$ cat config.mk
export PLATFORM = sky130hd
export DESIGN_NAME = monitor_cluster_sched
export DESIGN_NICKNAME = d
export VERILOG_FILES = /design/src/rtl/monitor_cluster_sched.sv
export SDC_FILE = /design/constraint.sdc
export NUM_CORES = 1
export LEC_CHECK = 0
export CORE_MARGIN = 1
export CORE_UTILIZATION = 25
export DETAILED_ROUTE_END_ITERATION = 8
export SLEW_MARGIN = 20
export SYNTH_ARGS = -nofsm -noshare
export SYNTH_HDL_FRONTEND = slang
export SYNTH_SLANG_ARGS = --single-unit
$ cat constraint.sdc
create_clock -name clk -period 4.2 [get_ports clk]
set_input_delay 0.84 -clock clk [delete_from_list [all_inputs] [get_ports clk]]
set_output_delay 0.84 -clock clk [all_outputs]
set_load 0.02 [all_outputs]
$ cat src/rtl/monitor_cluster_sched.sv
// monitor_cluster_sched: feeds a trace-symbol FIFO into an LTL monitor cluster,
// samples the cluster's violation flags one cycle after each issue, accumulates
// them into a sticky vector and raises one report per newly violated property.
// Issue stalls while a report is outstanding or a new hit is being sampled, so
// every new violation is reported on its own, in order.
module monitor_cluster_sched #(
  parameter int SYM_W   = 8,
  parameter int NUM_LTL = 10,
  parameter int DEPTH   = 8
) (
  input  logic                     clk,
  input  logic                     reset,
  input  logic                     start,
  input  logic                     stop,
  input  logic                     in_valid,
  output logic                     in_ready,
  input  logic [SYM_W-1:0]         in_symbol,
  output logic                     mon_run,
  output logic [SYM_W-1:0]         mon_symbols,
  output logic                     mon_reset,
  input  logic [NUM_LTL-1:0]       mon_flags,
  output logic                     rpt_valid,
  input  logic                     rpt_ready,
  output logic [NUM_LTL-1:0]       rpt_mask,
  output logic [15:0]              rpt_seq,
  output logic [NUM_LTL-1:0]       sticky,
  output logic                     busy,
  output logic [$clog2(DEPTH):0]   fifo_count
);

  localparam int AW = $clog2(DEPTH);
  localparam int CW = AW + 1;

  typedef enum logic [1:0] {
    ST_IDLE  = 2'd0,
    ST_CLEAR = 2'd1,
    ST_RUN   = 2'd2,
    ST_DRAIN = 2'd3
  } state_t;

  state_t               state_q, state_d;
  logic [SYM_W-1:0]     mem_q [DEPTH];
  logic [AW-1:0]        rd_ptr_q, rd_ptr_d;
  logic [AW-1:0]        wr_ptr_q, wr_ptr_d;
  logic [CW-1:0]        count_q, count_d;
  logic [NUM_LTL-1:0]   sticky_q, sticky_d;
  logic [15:0]          seq_q, seq_d;
  logic                 sample_q, sample_d;
  logic [15:0]          sample_seq_q, sample_seq_d;
  logic                 rpt_valid_q, rpt_valid_d;
  logic [NUM_LTL-1:0]   rpt_mask_q, rpt_mask_d;
  logic [15:0]          rpt_seq_q, rpt_seq_d;

  logic                 full;
  logic                 empty;
  logic                 push;
  logic                 issue_state;
  logic [NUM_LTL-1:0]   fresh;
  logic                 new_hit;

  // Handshake, issue decision and cluster-facing outputs; the flags-to-mon_run
  // path is deliberately combinational so a new hit blocks the very next issue.
  always_comb begin
    full        = (count_q == CW'(DEPTH));
    empty       = (count_q == '0);
    in_ready    = !reset && !full;
    push        = in_valid && in_ready;
    issue_state = (state_q == ST_RUN) || (state_q == ST_DRAIN);
    fresh       = mon_flags & ~sticky_q;
    new_hit     = sample_q && (|fresh);
    mon_run     = !reset && issue_state && !empty && !rpt_valid_q && !new_hit;
    mon_symbols = mon_run ? mem_q[rd_ptr_q] : '0;
    mon_reset   = reset || (state_q == ST_CLEAR);
    rpt_valid   = rpt_valid_q;
    rpt_mask    = rpt_mask_q;
    rpt_seq     = rpt_seq_q;
    sticky      = sticky_q;
    busy        = (state_q != ST_IDLE);
    fifo_count  = count_q;
  end

  // Next-state computation for the session FSM, FIFO pointers, sticky vector,
  // sequence counter, sample stage and report register.
  always_comb begin
    state_d      = state_q;
    rd_ptr_d     = rd_ptr_q;
    wr_ptr_d     = wr_ptr_q;
    count_d      = count_q;
    sticky_d     = sticky_q;
    seq_d        = seq_q;
    sample_d     = mon_run;
    sample_seq_d = sample_seq_q;
    rpt_valid_d  = rpt_valid_q;
    rpt_mask_d   = rpt_mask_q;
    rpt_seq_d    = rpt_seq_q;

    if (reset) begin
      state_d      = ST_IDLE;
      rd_ptr_d     = '0;
      wr_ptr_d     = '0;
      count_d      = '0;
      sticky_d     = '0;
      seq_d        = '0;
      sample_d     = 1'b0;
      sample_seq_d = '0;
      rpt_valid_d  = 1'b0;
      rpt_mask_d   = '0;
      rpt_seq_d    = '0;
    end else begin
      case (state_q)
        ST_IDLE:  if (start) state_d = ST_CLEAR;
        ST_CLEAR: state_d = ST_RUN;
        ST_RUN:   if (stop) state_d = ST_DRAIN;
        ST_DRAIN: if (empty && !sample_q && !rpt_valid_q) state_d = ST_IDLE;
        default:  state_d = ST_IDLE;
      endcase

      if (push) wr_ptr_d = wr_ptr_q + AW'(1);
      if (mon_run) rd_ptr_d = rd_ptr_q + AW'(1);
      count_d = count_q + CW'(push) - CW'(mon_run);

      // A new session starts from a clean sticky vector and sequence 0, so
      // both are already zero while the cluster is held in reset by CLEAR.
      if ((state_q == ST_IDLE) && start) begin
        sticky_d = '0;
        seq_d    = '0;
      end else begin
        if (sample_q) sticky_d = sticky_q | mon_flags;
        if (mon_run)  seq_d    = seq_q + 16'd1;
      end

      if (mon_run) sample_seq_d = seq_q;

      // The report mask uses the pre-update sticky so only newly set flags show.
      if (new_hit) begin
        rpt_valid_d = 1'b1;
        rpt_mask_d  = fresh;
        rpt_seq_d   = sample_seq_q;
      end else if (rpt_valid_q && rpt_ready) begin
        rpt_valid_d = 1'b0;
      end
    end
  end

  // FIFO storage: written only on an accepted symbol, never reset.
  always_ff @(posedge clk) begin
    if (push) mem_q[wr_ptr_q] <= in_symbol;
  end

  // State registers; reset is folded into the _d logic above.
  always_ff @(posedge clk) begin
    state_q      <= state_d;
    rd_ptr_q     <= rd_ptr_d;
    wr_ptr_q     <= wr_ptr_d;
    count_q      <= count_d;
    sticky_q     <= sticky_d;
    seq_q        <= seq_d;
    sample_q     <= sample_d;
    sample_seq_q <= sample_seq_d;
    rpt_valid_q  <= rpt_valid_d;
    rpt_mask_q   <= rpt_mask_d;
    rpt_seq_q    <= rpt_seq_d;
  end

endmodule

==> results.txt, run 1 <==
Area contributors post-synth - edfxtp_1 32%, dfxtp_1 28%, mux4_2 5.9%
Die X - 158 microns
Mapped cell area - 0.00608 sq mm
Clk slew on worst S/H paths - 60 ps
Register area share after synthesis - 0.596
Die area - 0.0249 sq mm
CP endpoint kind - primary output
Placeable Area - 0.0237 sq mm
Overall Power - 3.82 mW
Finish-stage setup viols - 0
CP peak stage delay - 640 ps
CP startpoint kind - primary input
DP HPWL - 8640 microns
Vias in the first global route - 4148
First-pass GRT wire length - 22100 microns
Clock Path Buffers - 2
Syn Area/Cell - 11.2 sq um
Final worst setup slack - 157 ps
Yosys top cell by area - edfxtp_1
Worst Skew - 7.95 ps
Sink Count - 149
H-tree levels - 4
FMAX - 247 MHz
Pleak - 2.57 nW
Via density per instance - 4.41
Most frequent CP cell - clkdlybuf4s50_1
Cell Chain, Critical Path - clkdlybuf4s50_1, nor2b_1, or4_4, o31ai_4, nand2_1, buf_4, nor2_1, clkdlybuf4s50_1
Min Hold Slack - 447 ps
PD cells - 487 mW/mm^2
DRT Pass-1 Iters - 4
TNS Setup - 0 ps
Status - finished, final reports clean
Rel. slew slack - 0.366
Req. time, crit path - 3360 ps
Post-synth top flop - dfxtp_1
Synthesized flop and latch total - 149
Antenna violations before repair - 0
# diodes - 0
CTS tree - built
Total CTS buffers - 17
Netlist cell types - 48
Critical path arrival - 3200 ps
Length in cells of the worst reg-to-reg path - 14
Grt total ovfl - 0
Hold_buf cts - 0
Crit Path Category - primary input to primary output
Top-area cell type share of the netlist area - 0.316
Yosys warning count - 0
Final hold viol count - 0
GP Congestion - 0.736
Max_cap viols - 0
Residual DRC - 0
RSZ-0062 raised after global routing - no
Asr flop ratio synth - 0
Max VDD drop - 0.184 mV
Slowest stage cell, crit path - clkdlybuf4s50_1
Period utilization - 0.963
Routed via count - 4196
Post-synthesis instance total - 543
Area grow syn2layout - 28.9%
Cell Rows - 56
Routed length per instance - 14.2 microns
Final min period - 4040 ps
Hold Path Class - flop to flop
CTS root buffer - clkbuf_16
# port buffers - 76
Dpl ws - 141 ps
Post-synth EDFFs - 64
Total GRT Usage - 0.116
Nets - 658
Die extent in y - 158 microns
Clock latency on the worst-skew pair - 410 ps
Starting Density - 0.257
Starting DRT DRC Count - 341
Share of cells above drive strength 1 - 0.117
Antenna Nets Post-Route - 0
Post-CTS Setup Bufs - 0
Max FO, Critical Path - 10
Worst Hold Depth - 2
Pin count of the biggest net entering global routing - 60
I/O pins - 77
Fin. max-slew vios - 0
Worst-margin pin slew - 952 ps
PostCTS Resize Cnt - 0
Synth Net Count - 581
Aggregate routed wire length - 13500 microns
routing by layer:
metal	track usage	vias to the layer above	wire (microns)
met3	0.0271	10	517
li1	-	2109	-
met4	0.0411	0	147
met5	0	-	0
met1	0.150	2006	6330
met2	0.188	71	6510
cells in the mapped netlist (4+ instances only):
master     count
nand2_1       63
nand3_1       24
mux2i_1       12
ha_1          13
nor2_1        41
or3_1          4
inv_1         18
nor2b_1        6
o21ai_1        6
mux4_2        16
nand4_1        5
a21oi_1       70
o21ai_0       15
nor3_1         4
dfxtp_1       85
edfxtp_1      64
o2111ai_1      5
clkbuf_1      22
nand2b_1      13
a41o_1         6
buf_2          6
cells by family after synthesis:
kind of cell / Yosys count / synth area share
simple gates: 177 / 0.139
flops: 149 / 0.596
compound gates: 118 / 0.114
buf+inv: 54 / 0.0377
mux: 28 / 0.0790
fa+ha+maj: 14 / 0.0301
xor+xnor: 3 / 0.00432
cell type report:
cell class | instances | area (sq um)
Clock buffer | 21 | 484
Clock inverter | 11 | 143
Fill cell | 2432 | 15800
Inverter | 19 | 71.3
Multi-Input combinational cell | 340 | 2230
Sequential cell | 149 | 3620
Tap cell | 319 | 399
Timing Repair Buffer | 93 | 883
through the flow:
stage / utilization / cell area [sq um] / std cells
after detailed placement: 0.304 / 7210 / 920
final: 0.331 / 7840 / 952
after global placement: 0.304 / 7210 / 920
after CTS: 0.331 / 7840 / 952
after floorplan: - / 6080 / 543
after global routing: 0.331 / 7840 / 952
registers in the layout (all words and copies together) (netlist names), 2 cells and up, named ones only:
signal,flops
mem_q,64
rpt_seq,16
sample_seq_q,16
seq_q,16
rpt_mask,10
sticky,10
fifo_count,4
rd_ptr_q,3
wr_ptr_q,3
state_q,2
placed cells by master, fill, tap and decap left out, drive strengths merged, types with 2 or more instances in the layout:
master,netlist,layout
xnor2,2,2
o31ai,3,3
and3,3,3
nand3,24,24
a21oi,70,70
o21ai,21,21
or3,4,4
dfxtp,85,85
buf,13,18
o22ai,2,2
clkbuf,22,21
clkinv,0,6
nor2b,6,6
edfxtp,64,64
ha,13,13
a41o,6,6
bufinv,0,3
nor4,3,3
o2111ai,5,5
or4,4,4
a31o,3,3
a31oi,3,3
mux2i,12,12
a21o,2,2
nand2b,13,13
nand2,63,63
mux4,16,16
nor2,41,41
clkdlybuf4s50,0,75
nor3,5,5
nand4,5,5
inv,19,21
or2,2,2
worst paths after layout:
kind / startpoint / end / slack [ps]
setup / recovery: mon_flags[9] / mon_symbols[0] / 160
hold / removal: sample_seq_q[3] / rpt_seq[3] / 450
setup reg to reg: fifo_count[2] / fifo_count[2] / 1350
hold reg to reg: sample_seq_q[3] / rpt_seq[3] / 450
report_power, final:
group / internal (mW) / switching [mW]
Clock: 1.01 / 0.581
Combinational: 0.248 / 0.366
Sequential: 1.57 / 0.0493
Total: 2.82 / 0.996
worst max-delay path, delay by kind of cell:
family,cells,cell delay [ps]
AOI/OAI and AO/OA,1,200
buffers and inverters,3,1250
and+or+nand+nor,4,910
(Power assumes the default switching activity.)
==> inputs of run 2 (changes only) <==
--- a/config.mk
+++ b/config.mk
@@ -8,6 +8,7 @@
 export CORE_MARGIN = 1
 export CORE_UTILIZATION = 25
 export DETAILED_ROUTE_END_ITERATION = 8
+export PLACE_DENSITY = 0.51
 export SLEW_MARGIN = 20
 export SYNTH_ARGS = -nofsm -noshare
 export SYNTH_HDL_FRONTEND = slang
==> constraint.sdc (replaced) <==
create_clock -name clk -period 5.25 [get_ports clk]
set_input_delay 1.05 -clock clk [delete_from_list [all_inputs] [get_ports clk]]
set_output_delay 1.05 -clock clk [all_outputs]
set_load 0.02 [all_outputs]
==> results.txt, run 2 (synthesis results as in run 1) <==
I/O pins - 77
Routed via count - 4235
Cell Chain, Critical Path - clkdlybuf4s50_1, nor2b_1, or4_4, o31ai_4, nand2_1, inv_2, clkdlybuf4s50_1
Sink Count - 149
Routed length per instance - 15.1 microns
Status - finished, final reports clean
Clk slew on worst S/H paths - 60 ps
Pin count of the biggest net entering global routing - 62
Largest Register - mem_q
Clock Path Buffers - 2
CTS root buffer - clkbuf_16
Max FO, Critical Path - 10
Sequential Power Share - 0.420
# diodes - 0
R2r setup slk - 2010 ps
R2r startpoint - fifo_count[2]
Final instance area - 0.00777 sq mm
Switch Pwr - 797 uW
Post-CTS Setup Bufs - 0
Share of cells above drive strength 1 - 0.0995
Most frequent CP cell - clkdlybuf4s50_1
Grt total ovfl - 0
Gate power share - 0.158
Final min period - 4700 ps
First-pass GRT wire length - 22300 microns
Req. time, crit path - 4200 ps
Total CTS buffers - 17
R2R Path End - fifo_count[3]
Register Area - 0.00362 sq mm
CP startpoint kind - primary input
Crit Path Category - primary input to primary output
H-tree levels - 4
Area grow syn2layout - 27.8%
Max VDD drop - 0.180 mV
Die area - 0.0249 sq mm
TNS Setup - 0 ps
Pleak - 2.50 nW
Top delay family on crit path - buffers and inverters
Placed inst area - 0.00713 sq mm
Vias in the first global route - 4237
DRT Pass-1 Iters - 4
Via density per instance - 4.50
Fin. max-slew vios - 0
Worst-margin pin slew - 1050 ps
# fillers - 2416
Antenna violations before repair - 0
CP endpoint kind - primary output
RSZ-0062 raised after global routing - no
Power Internal - 2.28 mW
PD cells - 396 mW/mm^2
Rel. slew slack - 0.302
FMAX - 213 MHz
Total GRT Usage - 0.120
Final hold viol count - 0
CTS tree - built
Worst Skew - 9.83 ps
Length in cells of the worst reg-to-reg path - 14
Cell Rows - 56
Starting Density - 0.257
GP Congestion - 0.760
Max reg flops - 64
Hold Path Class - flop to flop
Hold EP - rpt_seq[6]
Buffers plus inverters on the worst setup path - 3
Antenna Nets Post-Route - 0
PostCTS Resize Cnt - 0
Die extent in y - 158 microns
Hold wc startpoint - sample_seq_q[6]
Starting DRT DRC Count - 347
Final core area utilization - 0.328
DP HPWL - 9310 microns
Max_cap viols - 0
Clock latency on the worst-skew pair - 420 ps
Hold_buf cts - 0
CP peak stage delay - 660 ps
Multi-input logic area - 0.00223 sq mm
# port buffers - 76
Nets - 648
Most common cell after layout, fill and taps aside - dfxtp_1
Residual DRC - 0
Aggregate routed wire length - 14200 microns
Period utilization - 0.895
Finish-stage setup viols - 0
Placeable Area - 0.0237 sq mm
Clock power share - 0.422
Critical path arrival - 3650 ps
Switching share of total power - 0.259
Die X - 158 microns
Worst Hold Depth - 2
Most frequent cells in the layout - 85 x dfxtp_1, 75 x clkdlybuf4s50_1, 70 x a21oi_1
Slowest stage cell, crit path - clkdlybuf4s50_1
-- run 2: worst max-delay path by stage --
stage | startpoint | end | slack [ps] | cells past startpoint
2_1_floorplan | mon_flags[9] | mon_symbols[0] | 1640 | 5
4_1_cts | mon_flags[9] | mon_run | 440 | 7
3_5_place_dp | mon_flags[9] | mon_run | 440 | 7
3_3_place_gp | mon_flags[9] | mon_run | 470 | 7
5_1_grt | mon_flags[9] | mon_run | 360 | 7
6_report | mon_flags[9] | mon_run | 550 | 7
-- run 2: layer usage --
| metal | up-vias | part of all wire | GRT usage |
|---|---|---|---|
| li1 | 2088 | - | - |
| met1 | 2038 | 0.45 | 0.151 |
| met2 | 90 | 0.49 | 0.192 |
| met3 | 19 | 0.039 | 0.0359 |
| met4 | 0 | 0.019 | 0.0453 |
| met5 | - | 0 | 0 |
-- run 2: worst register-to-register path: stages, from the launching register on --
cell,delay [ps]
dfxtp_1,360
inv_1,90
ha_1,210
nor3b_1,170
nor4_2,230
buf_4,360
nand2_1,410
inv_2,240
ha_1,180
inv_1,70
ha_1,270
a21o_1,150
a21oi_1,170
xnor2_1,140
nor2_1,60
-- run 2: through the flow --
step           cells  power (mW)  setup slack (ps)  hold WS [ps]
2_1_floorplan    543        1.63              1640           428
3_3_place_gp     910        1.79               465           440
3_5_place_dp     910        1.81               439           443
4_1_cts          942        3.12               438           452
5_1_grt          942        3.22               356           472
6_report         942        3.08               549           445
-- run 2: power groups by stage --
stage / Combinational, mW / Clock, mW / Sequential [mW]
after global placement: 0.479 / 0 / 1.31
final: 0.486 / 1.30 / 1.29
after floorplan: 0.304 / 0 / 1.32
after detailed placement: 0.490 / 0 / 1.32
after CTS: 0.494 / 1.33 / 1.29
after global routing: 0.539 / 1.38 / 1.30
-- run 2: final cells by class --
class / count / area share
Clock buffer: 17 / 0.0548
Clock inverter: 15 / 0.0271
Inverter: 19 / 0.00918
Multi-Input combinational cell: 340 / 0.287
Sequential cell: 149 / 0.466
Tap cell: 319 / 0.0514
Timing Repair Buffer: 83 / 0.104
==> inputs of run 3 (changes only) <==
--- a/config.mk
+++ b/config.mk
@@ -5,6 +5,7 @@
 export SDC_FILE = /design/constraint.sdc
 export NUM_CORES = 1
 export LEC_CHECK = 0
+export ABC_AREA = 1
 export CORE_MARGIN = 1
 export CORE_UTILIZATION = 25
 export DETAILED_ROUTE_END_ITERATION = 8
==> results.txt, run 3 <==
Post-CTS Setup Bufs - 0
Clk slew on worst S/H paths - 60 ps
Routed length per instance - 13.3 microns
CP endpoint kind - primary output
Crit Path Category - flop to primary output
# diodes - 0
Most frequent cells in the layout - 142 x nand2_1, 140 x nor2_1, 85 x dfxtp_1
Pin count of the biggest net entering global routing - 78
Clock Path Buffers - 2
Via density per instance - 4.31
Die area - 0.0264 sq mm
Antenna Nets Post-Route - 0
Yosys warning count - 0
Clock latency on the worst-skew pair - 430 ps
Max_cap viols - 0
H-tree levels - 4
Mapped cell area - 0.00644 sq mm
Aggregate routed wire length - 15100 microns
Worst-margin pin slew - 974 ps
Yosys top cell by area - edfxtp_1
TNS Setup - 0 ps
Placeable Area - 0.0253 sq mm
Sink Count - 149
Antenna violations before repair - 0
Met3 usage - 0.0461
GP Congestion - 0.762
Pleak - 2.92 nW
Nets - 825
Register area share after synthesis - 0.563
PostCTS Resize Cnt - 0
I/O pins - 77
Top-area cell type share of the netlist area - 0.298
Area contributors post-synth - edfxtp_1 30%, dfxtp_1 26%, nand2_1 8.3%
CTS root buffer - clkbuf_16
Final min period - 4020 ps
Residual DRC - 0
Post-synth top cells - 142 x nand2_1, 140 x nor2_1, 85 x dfxtp_1, 64 x edfxtp_1, 61 x inv_1
Starting Density - 0.255
Hold Path Class - flop to flop
Fin. max-slew vios - 0
Rel. slew slack - 0.350
CTS tree - built
Hold_buf cts - 0
Share of cells above drive strength 1 - 0.0900
Vias in the first global route - 4736
Max VDD drop - 0.222 mV
DRT Pass-1 Iters - 4
# fillers - 2718
Most common cell after layout, fill and taps aside - nand2_1
# port buffers - 76
Final core area utilization - 0.318
Synth Net Count - 755
FMAX - 249 MHz
Req. time, crit path - 4200 ps
DP HPWL - 9980 microns
Finish-stage setup viols - 0
Syn Area/Cell - 8.98 sq um
First-pass GRT wire length - 24700 microns
Grt total ovfl - 0
Area grow syn2layout - 24.7%
Status - finished, final reports clean
Netlist cell types - 38
Starting DRT DRC Count - 253
Asr flop ratio synth - 0
Total GRT Usage - 0.122
Met1 usage - 0.151
Die X - 163 microns
Cell with the most instances after synthesis - nand2_1
Cell Rows - 58
Synthesized flop and latch total - 149
Post-synthesis instance total - 717
Final hold viol count - 0
Max reg flops - 64
Post-synth top flop - dfxtp_1
Post-synth EDFFs - 64
Total CTS buffers - 17
RSZ-0062 raised after global routing - no
Worst Skew - 5.33 ps
GRT Max-Usage Layer - met2
Max FO, Critical Path - 33
Largest Register - mem_q
CP startpoint kind - flop
Critical path arrival - 2970 ps
PD cells - 402 mW/mm^2
Die extent in y - 163 microns
Routed via count - 4870
Period utilization - 0.765
Global routing usage on met2 - 0.196
run 3: changes by cell type after synthesis, moves of 12 or more:
cell / delta
clkbuf_1: -12
mux4_2: -16
nand2b_1: -13
nor2_1: +99
nand2_1: +79
a32oi_1: +16
a21oi_1: -21
inv_1: +43
run 3: logic make-up after synthesis:
family          Yosys count  synth area share
xor+xnor                  1           0.00136
simple gates            347             0.233
mux                       8            0.0124
flops                   149             0.563
fa+ha+maj                14            0.0284
compound gates           99            0.0915
buf+inv                  99            0.0711
run 3: area by class of cell:
cell class / count / area (sq um) / share of cell area
Sequential cell: 149 / 3620 / 0.451
Multi-Input combinational cell: 469 / 2360 / 0.294
Timing Repair Buffer: 84 / 821 / 0.102
Clock buffer: 17 / 425 / 0.0530
Tap cell: 330 / 413 / 0.0514
Inverter: 66 / 249 / 0.0310
Clock inverter: 15 / 141 / 0.0176
run 3: power by group:
part | switching, mW | total, mW | internal [mW]
clock network | 0.539 | 1.16 | 0.625
registers | 0.0576 | 1.36 | 1.30
logic | 0.433 | 0.705 | 0.272
run 3: worst max-delay path, stage by stage (launching register included):
cell and delay, ps:
dfxtp_1 300, buf_4 240, inv_1 750, nand2_1 100
a32oi_1 330, mux2i_1 120, nor2_1 90, clkdlybuf4s50_1 600
run 3: metrics by stage:
stage               hold slack, ps  std cells  area [sq um]  setup WS [ps]  power, mW
global placement               448       1098          7460           1310       2.09
global route                   490       1130          8030            942       3.42
floorplan                      435        717          6440           2140       1.86
CTS                            464       1130          8030           1170       3.27
finish                         462       1130          8030           1230       3.22
detailed placement             454       1098          7460           1280       2.09
run 3: worst paths after layout:
check,startpoint,endpoint,slack [ps],depth (start not counted)
worst max-delay path,flop,mon_symbols[4],1230,7
worst min-delay path,sample_seq_q[0],sample_seq_q[0],460,2
worst min register to register,sample_seq_q[0],sample_seq_q[0],460,2
worst max register to register,state_q[0],fifo_count[2],2420,15
run 3: metal layers:
metal	vias up	share of wire	wire [microns]
li1	2498	-	-
met1	2284	0.48	7240
met2	77	0.45	6840
met3	11	0.056	848
met4	0	0.0098	147
met5	-	0	0
